## config.mk

```make
export PLATFORM = sky130hd
export DESIGN_NAME = mem_port_arbiter
export DESIGN_NICKNAME = d
export VERILOG_FILES = /design/src/rtl/nutty_mem_pkg.sv /design/src/rtl/mem_port_arbiter_pick.sv /design/src/rtl/mem_port_arbiter.sv
export SDC_FILE = /design/constraint.sdc
export NUM_CORES = 1
export LEC_CHECK = 0
export ABC_AREA = 1
export CAP_MARGIN = 20
export CORE_AREA = 4 4 85 87
export CTS_CLUSTER_DIAMETER = 100
export DETAILED_ROUTE_END_ITERATION = 16
export DIE_AREA = 0 0 89 91
export HOLD_SLACK_MARGIN = 0.03
export PLACE_DENSITY = 0.75
export SYNTH_ARGS = -nofsm -noshare
export SYNTH_HDL_FRONTEND = slang
export SYNTH_HIERARCHICAL = 1
export SYNTH_SLANG_ARGS = --single-unit
```

## constraint.sdc

```tcl
create_clock -name clk -period 2.8 [get_ports clk]
set_clock_uncertainty 0.05 [all_clocks]
set_input_delay 0.42 -clock clk [delete_from_list [all_inputs] [get_ports clk]]
set_output_delay 0.42 -clock clk [all_outputs]
set_load 0.02 [all_outputs]
```

## src/rtl/nutty_mem_pkg.sv

```systemverilog
// ---------------------------------------------------------------------------
// nutty_mem_pkg
// Shared definitions for the instruction-memory port arbiter.
//   DEF_ADDR_W / DEF_DATA_W : default word-address and data widths
//   req_id_t                : requester identity, also the bit index of each
//                             requester in request/grant vectors
//   mem_cmd_t               : SRAM command bundle at the default widths
//   prio_pick               : first eligible requester in a given order
//   onehot_to_id            : one-hot grant vector -> requester identity
// ---------------------------------------------------------------------------
package nutty_mem_pkg;

  localparam int DEF_ADDR_W = 10;
  localparam int DEF_DATA_W = 32;

  typedef enum logic [1:0] {
    REQ_IF  = 2'd0,
    REQ_LS  = 2'd1,
    REQ_DBG = 2'd2
  } req_id_t;

  typedef struct packed {
    logic                    en;
    logic [DEF_DATA_W/8-1:0] we;
    logic [DEF_ADDR_W-1:0]   addr;
    logic [DEF_DATA_W-1:0]   wdata;
  } mem_cmd_t;

  // Grant the first eligible requester, scanning p0 then p1 then p2.
  function automatic logic [2:0] prio_pick(input logic [2:0] elig,
                                           input req_id_t p0,
                                           input req_id_t p1,
                                           input req_id_t p2);
    logic [2:0] g;
    g = 3'b000;
    if (elig[p0])      g[p0] = 1'b1;
    else if (elig[p1]) g[p1] = 1'b1;
    else if (elig[p2]) g[p2] = 1'b1;
    return g;
  endfunction

  function automatic req_id_t onehot_to_id(input logic [2:0] oh);
    req_id_t id;
    if (oh[REQ_DBG])     id = REQ_DBG;
    else if (oh[REQ_LS]) id = REQ_LS;
    else                 id = REQ_IF;
    return id;
  endfunction

endpackage

```

## src/rtl/mem_port_arbiter_pick.sv

```systemverilog
// ---------------------------------------------------------------------------
// mem_arb_pick
// Combinational winner selection for the memory port arbiter.
//   req  : request vector, bit index = req_id_t
//   mask : per-requester enable (halt and reset masking applied by the top)
//   ptr  : last-granted requester (round-robin build only)
//   gnt  : one-hot grant, all zero when nobody is eligible
// Build option NUTTY_MEM_ARB_RR_EN: round-robin where the last-granted
// requester has the lowest priority. Without it, fixed DBG > LS > IF and
// ptr is ignored.
// ---------------------------------------------------------------------------
module mem_arb_pick
  import nutty_mem_pkg::*;
(
  input  logic [2:0] req,
  input  logic [2:0] mask,
  input  logic [1:0] ptr,
  output logic [2:0] gnt
);

  logic [2:0] elig;
  assign elig = req & mask;

`ifdef NUTTY_MEM_ARB_RR_EN
  // Scan cyclically starting just after the last-granted requester.
  always_comb begin
    gnt = 3'b000;
    case (ptr)
      REQ_IF:  gnt = prio_pick(elig, REQ_LS,  REQ_DBG, REQ_IF);
      REQ_LS:  gnt = prio_pick(elig, REQ_DBG, REQ_IF,  REQ_LS);
      default: gnt = prio_pick(elig, REQ_IF,  REQ_LS,  REQ_DBG);
    endcase
  end
`else
  logic unused_ptr;
  assign unused_ptr = ^ptr;

  always_comb begin
    gnt = prio_pick(elig, REQ_DBG, REQ_LS, REQ_IF);
  end
`endif

endmodule

```

## src/rtl/mem_port_arbiter.sv

```systemverilog
// ---------------------------------------------------------------------------
// mem_port_arbiter
// Shares one single-port synchronous SRAM between CPU fetch (IF), CPU
// load/store (LS) and the debug/loader port (DBG). At most one access is
// granted per cycle; reads return one cycle later on the shared rdata bus,
// qualified by the owner's rvalid.
//
// Ports
//   clk, rst                 clock, asynchronous active-low reset
//   if_req/if_addr           fetch read request        -> if_gnt, if_rvalid
//   ls_req/we/addr/wdata/wstrb load/store request      -> ls_gnt, ls_rvalid
//   dbg_req/we/addr/wdata    debug request (full word) -> dbg_gnt, dbg_rvalid
//   dbg_halt                 blocks IF and LS grants while high
//   rdata                    shared read data (mem_rdata pass-through)
//   mem_en/we/addr/wdata     SRAM command, mem_rdata SRAM read data
//
// Handshake: a requester holds req and its command stable until it samples
// gnt high at a rising edge; that edge accepts the access. gnt is
// combinational from req in the same cycle. Dropping req before gnt has no
// effect. Reads answer with rvalid exactly one cycle after acceptance;
// writes complete at acceptance and produce no rvalid.
//
// Build option NUTTY_MEM_ARB_RR_EN: round-robin arbitration with a
// last-granted pointer. Default build: fixed priority DBG > LS > IF.
// ---------------------------------------------------------------------------
module mem_port_arbiter
  import nutty_mem_pkg::*;
#(
  parameter int ADDR_W = DEF_ADDR_W,
  parameter int DATA_W = DEF_DATA_W
) (
  input  logic                  clk,
  input  logic                  rst,

  input  logic                  if_req,
  input  logic [ADDR_W-1:0]     if_addr,
  output logic                  if_gnt,
  output logic                  if_rvalid,

  input  logic                  ls_req,
  input  logic                  ls_we,
  input  logic [ADDR_W-1:0]     ls_addr,
  input  logic [DATA_W-1:0]     ls_wdata,
  input  logic [DATA_W/8-1:0]   ls_wstrb,
  output logic                  ls_gnt,
  output logic                  ls_rvalid,

  input  logic                  dbg_req,
  input  logic                  dbg_we,
  input  logic [ADDR_W-1:0]     dbg_addr,
  input  logic [DATA_W-1:0]     dbg_wdata,
  input  logic                  dbg_halt,
  output logic                  dbg_gnt,
  output logic                  dbg_rvalid,

  output logic [DATA_W-1:0]     rdata,

  output logic                  mem_en,
  output logic [DATA_W/8-1:0]   mem_we,
  output logic [ADDR_W-1:0]     mem_addr,
  output logic [DATA_W-1:0]     mem_wdata,
  input  logic [DATA_W-1:0]     mem_rdata
);

  localparam int STRB_W = DATA_W / 8;

  logic [2:0] req_vec;
  logic [2:0] mask_vec;
  logic [2:0] gnt_vec;
  logic [1:0] ptr;
  logic       rd_gnt;
  logic       rsp_valid;
  req_id_t    rsp_owner;

  assign req_vec = {dbg_req, ls_req, if_req};

  // Reset blocks every grant combinationally; halt blocks only IF and LS.
  assign mask_vec = rst ? {1'b1, ~dbg_halt, ~dbg_halt} : 3'b000;

  mem_arb_pick u_pick (
    .req  (req_vec),
    .mask (mask_vec),
    .ptr  (ptr),
    .gnt  (gnt_vec)
  );

`ifdef NUTTY_MEM_ARB_RR_EN
  req_id_t last_q;

  always_ff @(posedge clk or negedge rst) begin
    if (!rst) begin
      last_q <= REQ_IF;
    end else if (|gnt_vec) begin
      last_q <= onehot_to_id(gnt_vec);
    end
  end

  assign ptr = last_q;
`else
  assign ptr = REQ_IF;
`endif

  assign if_gnt  = gnt_vec[REQ_IF];
  assign ls_gnt  = gnt_vec[REQ_LS];
  assign dbg_gnt = gnt_vec[REQ_DBG];

  // SRAM command mux. A zero-strobe LS write still occupies the slot but
  // drives mem_we = 0, so the macro performs a harmless read; it is not
  // tracked as a read because ls_we is set.
  always_comb begin
    mem_en    = |gnt_vec;
    mem_we    = '0;
    mem_addr  = '0;
    mem_wdata = '0;
    rd_gnt    = 1'b0;
    if (gnt_vec[REQ_DBG]) begin
      mem_addr  = dbg_addr;
      mem_wdata = dbg_wdata;
      mem_we    = {STRB_W{dbg_we}};
      rd_gnt    = ~dbg_we;
    end else if (gnt_vec[REQ_LS]) begin
      mem_addr  = ls_addr;
      mem_wdata = ls_wdata;
      mem_we    = ls_we ? ls_wstrb : '0;
      rd_gnt    = ~ls_we;
    end else if (gnt_vec[REQ_IF]) begin
      mem_addr  = if_addr;
      rd_gnt    = 1'b1;
    end
  end

  // Fixed one-cycle read latency: the owner of the read granted at this
  // edge is the owner of mem_rdata in the next cycle.
  always_ff @(posedge clk or negedge rst) begin
    if (!rst) begin
      rsp_valid <= 1'b0;
      rsp_owner <= REQ_IF;
    end else begin
      rsp_valid <= rd_gnt;
      rsp_owner <= onehot_to_id(gnt_vec);
    end
  end

  assign if_rvalid  = rsp_valid & (rsp_owner == REQ_IF);
  assign ls_rvalid  = rsp_valid & (rsp_owner == REQ_LS);
  assign dbg_rvalid = rsp_valid & (rsp_owner == REQ_DBG);
  assign rdata      = mem_rdata;

endmodule

```

Word-level counts from Yosys, hierarchy flattened

Cells that the tools add are included.

Bits in registers: 3
Input bits: 138
Word-level logic and storage cells: 32

Equal/unequal tests: 2
Mux-type cells: 19
Bitwise gates (word level): 7
Reductions and logical operators: 2

Operators with widths:

| kind               | number |
|---|---|
| $mux 32            | 2 |
| $mux 10            | 3 |
| $mux 4             | 3 |
| $mux 1             | 8 |
| $mux 2             | 2 |
| $and 1x1->1        | 3 |
| $and 3x3->3        | 1 |
| $mux 3             | 1 |
| $not 1->1          | 3 |
| $reduce_or 3->1    | 1 |
| $eq 2x1->1 const B | 1 |
| $eq 2x2->1 const B | 1 |
| $logic_not 2->1    | 1 |

Logic depth before layout (Yosys ltp)

Depth in word-level cells: 9
Depth in mapped cells: 11
Depth with buffers taken out: 10

Cells and area by module

Netlist, hierarchy kept.

Modules (own cells, without submodules):

| module           | instances | cells each | area each (µm²) | seq. area each (µm²) |
|---|---|---|---|---|
| mem_port_arbiter | 1         | 230        | 1137.3          | 75.1 |
| mem_arb_pick     | 1         | 8          | 32.5            | 0.0 |

Worst setup path before layout

No wires, ideal clock.

Kind: input -> output
Start: in rst
End: out mem_we[0]
Data arrival time: 1819 ps
Data required time: 2330 ps
Path slack: 511 ps
Stages: 6
Buffers on the path: 0
Cells stage by stage: inv_1 nor2_1 nand2_1 nor2_1 nand2_4 o21ai_0

Cells in the longest elaborated chain, start to end: 6
Elaborated cells on any way between the ends: 7

Ends and longest elaborated chain:

| element         | RTL line                    | RTL |
|---|---|---|
| start, declared | mem_port_arbiter.sv:33      | `input logic rst,` |
| $mux 3 *        | mem_port_arbiter.sv:78      | `assign mask_vec = rst ? {1'b1, ~dbg_halt, ~dbg_halt} : 3'b000;` |
| $and 3x3->3 *   | mem_port_arbiter_pick.sv:22 | `assign elig = req & mask;` |
| $mux 1          | nutty_mem_pkg.sv:37         | `else if (elig[p1]) g[p1] = 1'b1;` |
| $mux 2 *        | nutty_mem_pkg.sv:36         | `if (elig[p0]) g[p0] = 1'b1;` |
| net ls_gnt      | mem_port_arbiter.sv:45      | `output logic ls_gnt,` |
| $mux 4 *        | mem_port_arbiter.sv:121     | `end else if (gnt_vec[REQ_LS]) begin` |
| $mux 4 *        | mem_port_arbiter.sv:116     | `if (gnt_vec[REQ_DBG]) begin` |
| end, declared   | mem_port_arbiter.sv:59      | `output logic [DATA_W/8-1:0] mem_we,` |

Mark *: on every way through the listed nets, which the timed path passes. The rest lies on a longest branch.

Worst setup path after layout

Start: in rst
End: out mem_wdata[14]

Cells in the longest elaborated chain, start to end: 6
Elaborated cells on any way between the ends: 7

Ends and longest elaborated chain:

| element       | RTL line                    | RTL |
|---|---|---|
| $mux 3 *      | mem_port_arbiter.sv:78      |  |
| $and 3x3->3 * | mem_port_arbiter_pick.sv:22 |  |
| $mux 1        | nutty_mem_pkg.sv:37         |  |
| $mux 2        | nutty_mem_pkg.sv:36         |  |
| $mux 32       | mem_port_arbiter.sv:121     |  |
| $mux 32 *     | mem_port_arbiter.sv:116     |  |
| end, declared | mem_port_arbiter.sv:61      | `output logic [DATA_W-1:0] mem_wdata,` |

Mark *: on every way between the ends. The rest lies on a longest branch, timed or not.

==> run_results.csv <==
group,metric,value,unit
critical_path,max_stage_delay,500,ps
route,vias,1813,
critical_path,cp-end-kind,"output port",
logic_synthesis,netlist_instances,237,
die,core-area,0.00635,sq mm
critical_path,startpoint,"rst",
critical_path,cp_common_cell,"nand2_1",
timing,setup_slack,183,ps
critical_path,path_cells,"clkdlybuf4s50_1 -> inv_1 -> nor2_1 -> nand2_1 -> nor2_2 -> nand2_4 -> inv_4 -> buf_12 -> nand2_1 -> nand2_1 -> dlygate4sd2_1",
timing,worst_pin_slew,243,ps
critical_path,critPathArrivalTime,2150,ps
cells_and_area,area_growth,127,%
power,p_per_area,199,mW/mm^2
cells_and_area,multi_input_area,706,sq um
clocking,clockBufferDepth,2,
cells_and_area,fillers,705,
clocking,postCtsHoldBufs,0,
die,die_w,89,microns
logic_synthesis,ys_warn_count,6,
placement,globalplace.congestion,0.823,
cells_and_area,final_common_cell,"nand2_1",
critical_path,cp_max_fo,26,
logic_synthesis,avgSynthCellArea,4.92,sq um
critical_path,worst-path-buf-inv,5,
grt,grtUsageTotal,11.8,%
placement,placedCellCount,444,
timing,setup_viol,0,
placement,io_buffer_count,158,
clocking,clock_sinks,3,
critical_path,path_depth,11,
logic_synthesis,synthesis.area,0.00117,sq mm
flow_run,max_cap_violations,0,
timing,post-route-min-period,2620,ps
route,first_pass_iters,4,
placement,dp_slack,-176,ps
timing,fmax,0.382,GHz
grt,grt_remaining_overflow,0,
critical_path,critPathKind,"input port to output port",
route,vias_per_cell,4.05,
placement,dp_hpwl,4600,microns
critical_path,critPathLaunchType,"input port",
clocking,path_clk_slew,30,ps
cells_and_area,fin_cells,448,
grt,grt_pass1_vias,1760,
route,routed_wl,5190,microns
hold_path,min_path_type,"input port to asynchronous set/reset pin",
critical_path,required,2330,ps
grt,grt_pass1_wl,7810,microns
timing,timing.final.crit_share,93.5,%
die,die-area,0.00810,sq mm
cells_and_area,diodes,0,
power,power_leakage,1.45,nW
clocking,cts_buffers,3,
die,rows,29,
critical_path,critPathSlowestCell,"clkdlybuf4s50_1",
route,wire_per_inst,11.6,microns
timing,slew_headroom,83.8,%
timing,drv_slew,0,
die,dieHeight,91,microns
power,vdd_ir_drop_max,142,uV
logic_synthesis,synth_nets,375,
critical_path,crit_family,"buffers and inverters",
cells_and_area,nets,510,
clocking,cts-root-buf,"clkbuf_8",
timing,final_hold_viol_count,0,
die,start_util,18.4,%
die,num_io_pins,223,
critical_path,crit_end,"mem_wdata[14]",
timing,grt_setup_unrepaired,"true",
route,first_iter_violations,26,
clocking,cts_tree,"done",
grt,grt_max_degree,27,
cells_and_area,final_cell_mix,"138 x nand2_1, 109 x clkdlybuf4s50_1, 27 x dlygate4sd2_1, 21 x nand3_1, 15 x inv_1",
route,antenna_left,0,
cells_and_area,layout-drive-gt1-share,8.36,%
route,drt_drc_violations_left,0,
grt,antenna_found_initial,0,
clocking,cts_setup_buffers,0,
clocking,htreeDepth,1,
outcome,status,"completed",
cells_and_area,seqCellArea,75.1,sq um
worst min path at each step:
| stage | from | to | slack, ps | cells after the start |
|---|---|---|---|---|
| finish | rst | rsp_valid | 480 | 2 |
| CTS | rst | rsp_valid | 490 | 2 |
| global route | rst | rsp_valid | 510 | 2 |
| detailed placement | rst | rsp_valid | 700 | 2 |
| floorplan | rst | rsp_owner[0] | 70 | 0 |
| global placement | rst | rsp_valid | 690 | 2 |
registers in the layout (all words and copies together), names as in the netlist:
register / flops
rsp_owner: 2
rsp_valid: 1
per-stage QoR:
stage	instance area [sq um]	setup TNS (ps)	hold slack, ps	total power [mW]	utilization, %
after detailed placement	2650	-6840	705	0.432	41.7
after floorplan	1170	0	74.4	0.242	-
after global routing	2650	-25.1	506	0.563	41.7
after CTS	2650	0	485	0.534	41.7
after global placement	2650	-3960	690	0.429	41.7
final	2650	0	481	0.527	41.7
power by group:
part	switching (mW)	leakage, nW	internal [mW]
clock network	0.0278	0.0228	0.0970
registers	0.00148	0.0391	0.0463
logic	0.148	1.38	0.205
layer usage:
layer / wire length [microns] / GRT usage (%) / vias to the layer above
li1: - / - / 949
met1: 1700 / 11.0 / 760
met2: 2810 / 23.8 / 94
met3: 613 / 3.71 / 10
met4: 61 / 3.35 / 0
met5: 0 / 0 / -
what timing repair did:
action,in CTS,in global routing
resized for setup,50,28
setup endpoints to repair,47,26
cloned,0,0
pin swaps,0,0
area by class of cell:
type                    count  share of cell area (%)
inverters                  18                    2.74
repair buffers            173                    62.4
multi-input cells         173                    26.7
clock buffers               4                    1.70
flip-flops and latches      3                    2.84
well taps                  77                    3.64
Note: power is estimated with default switching activity, not from simulation.
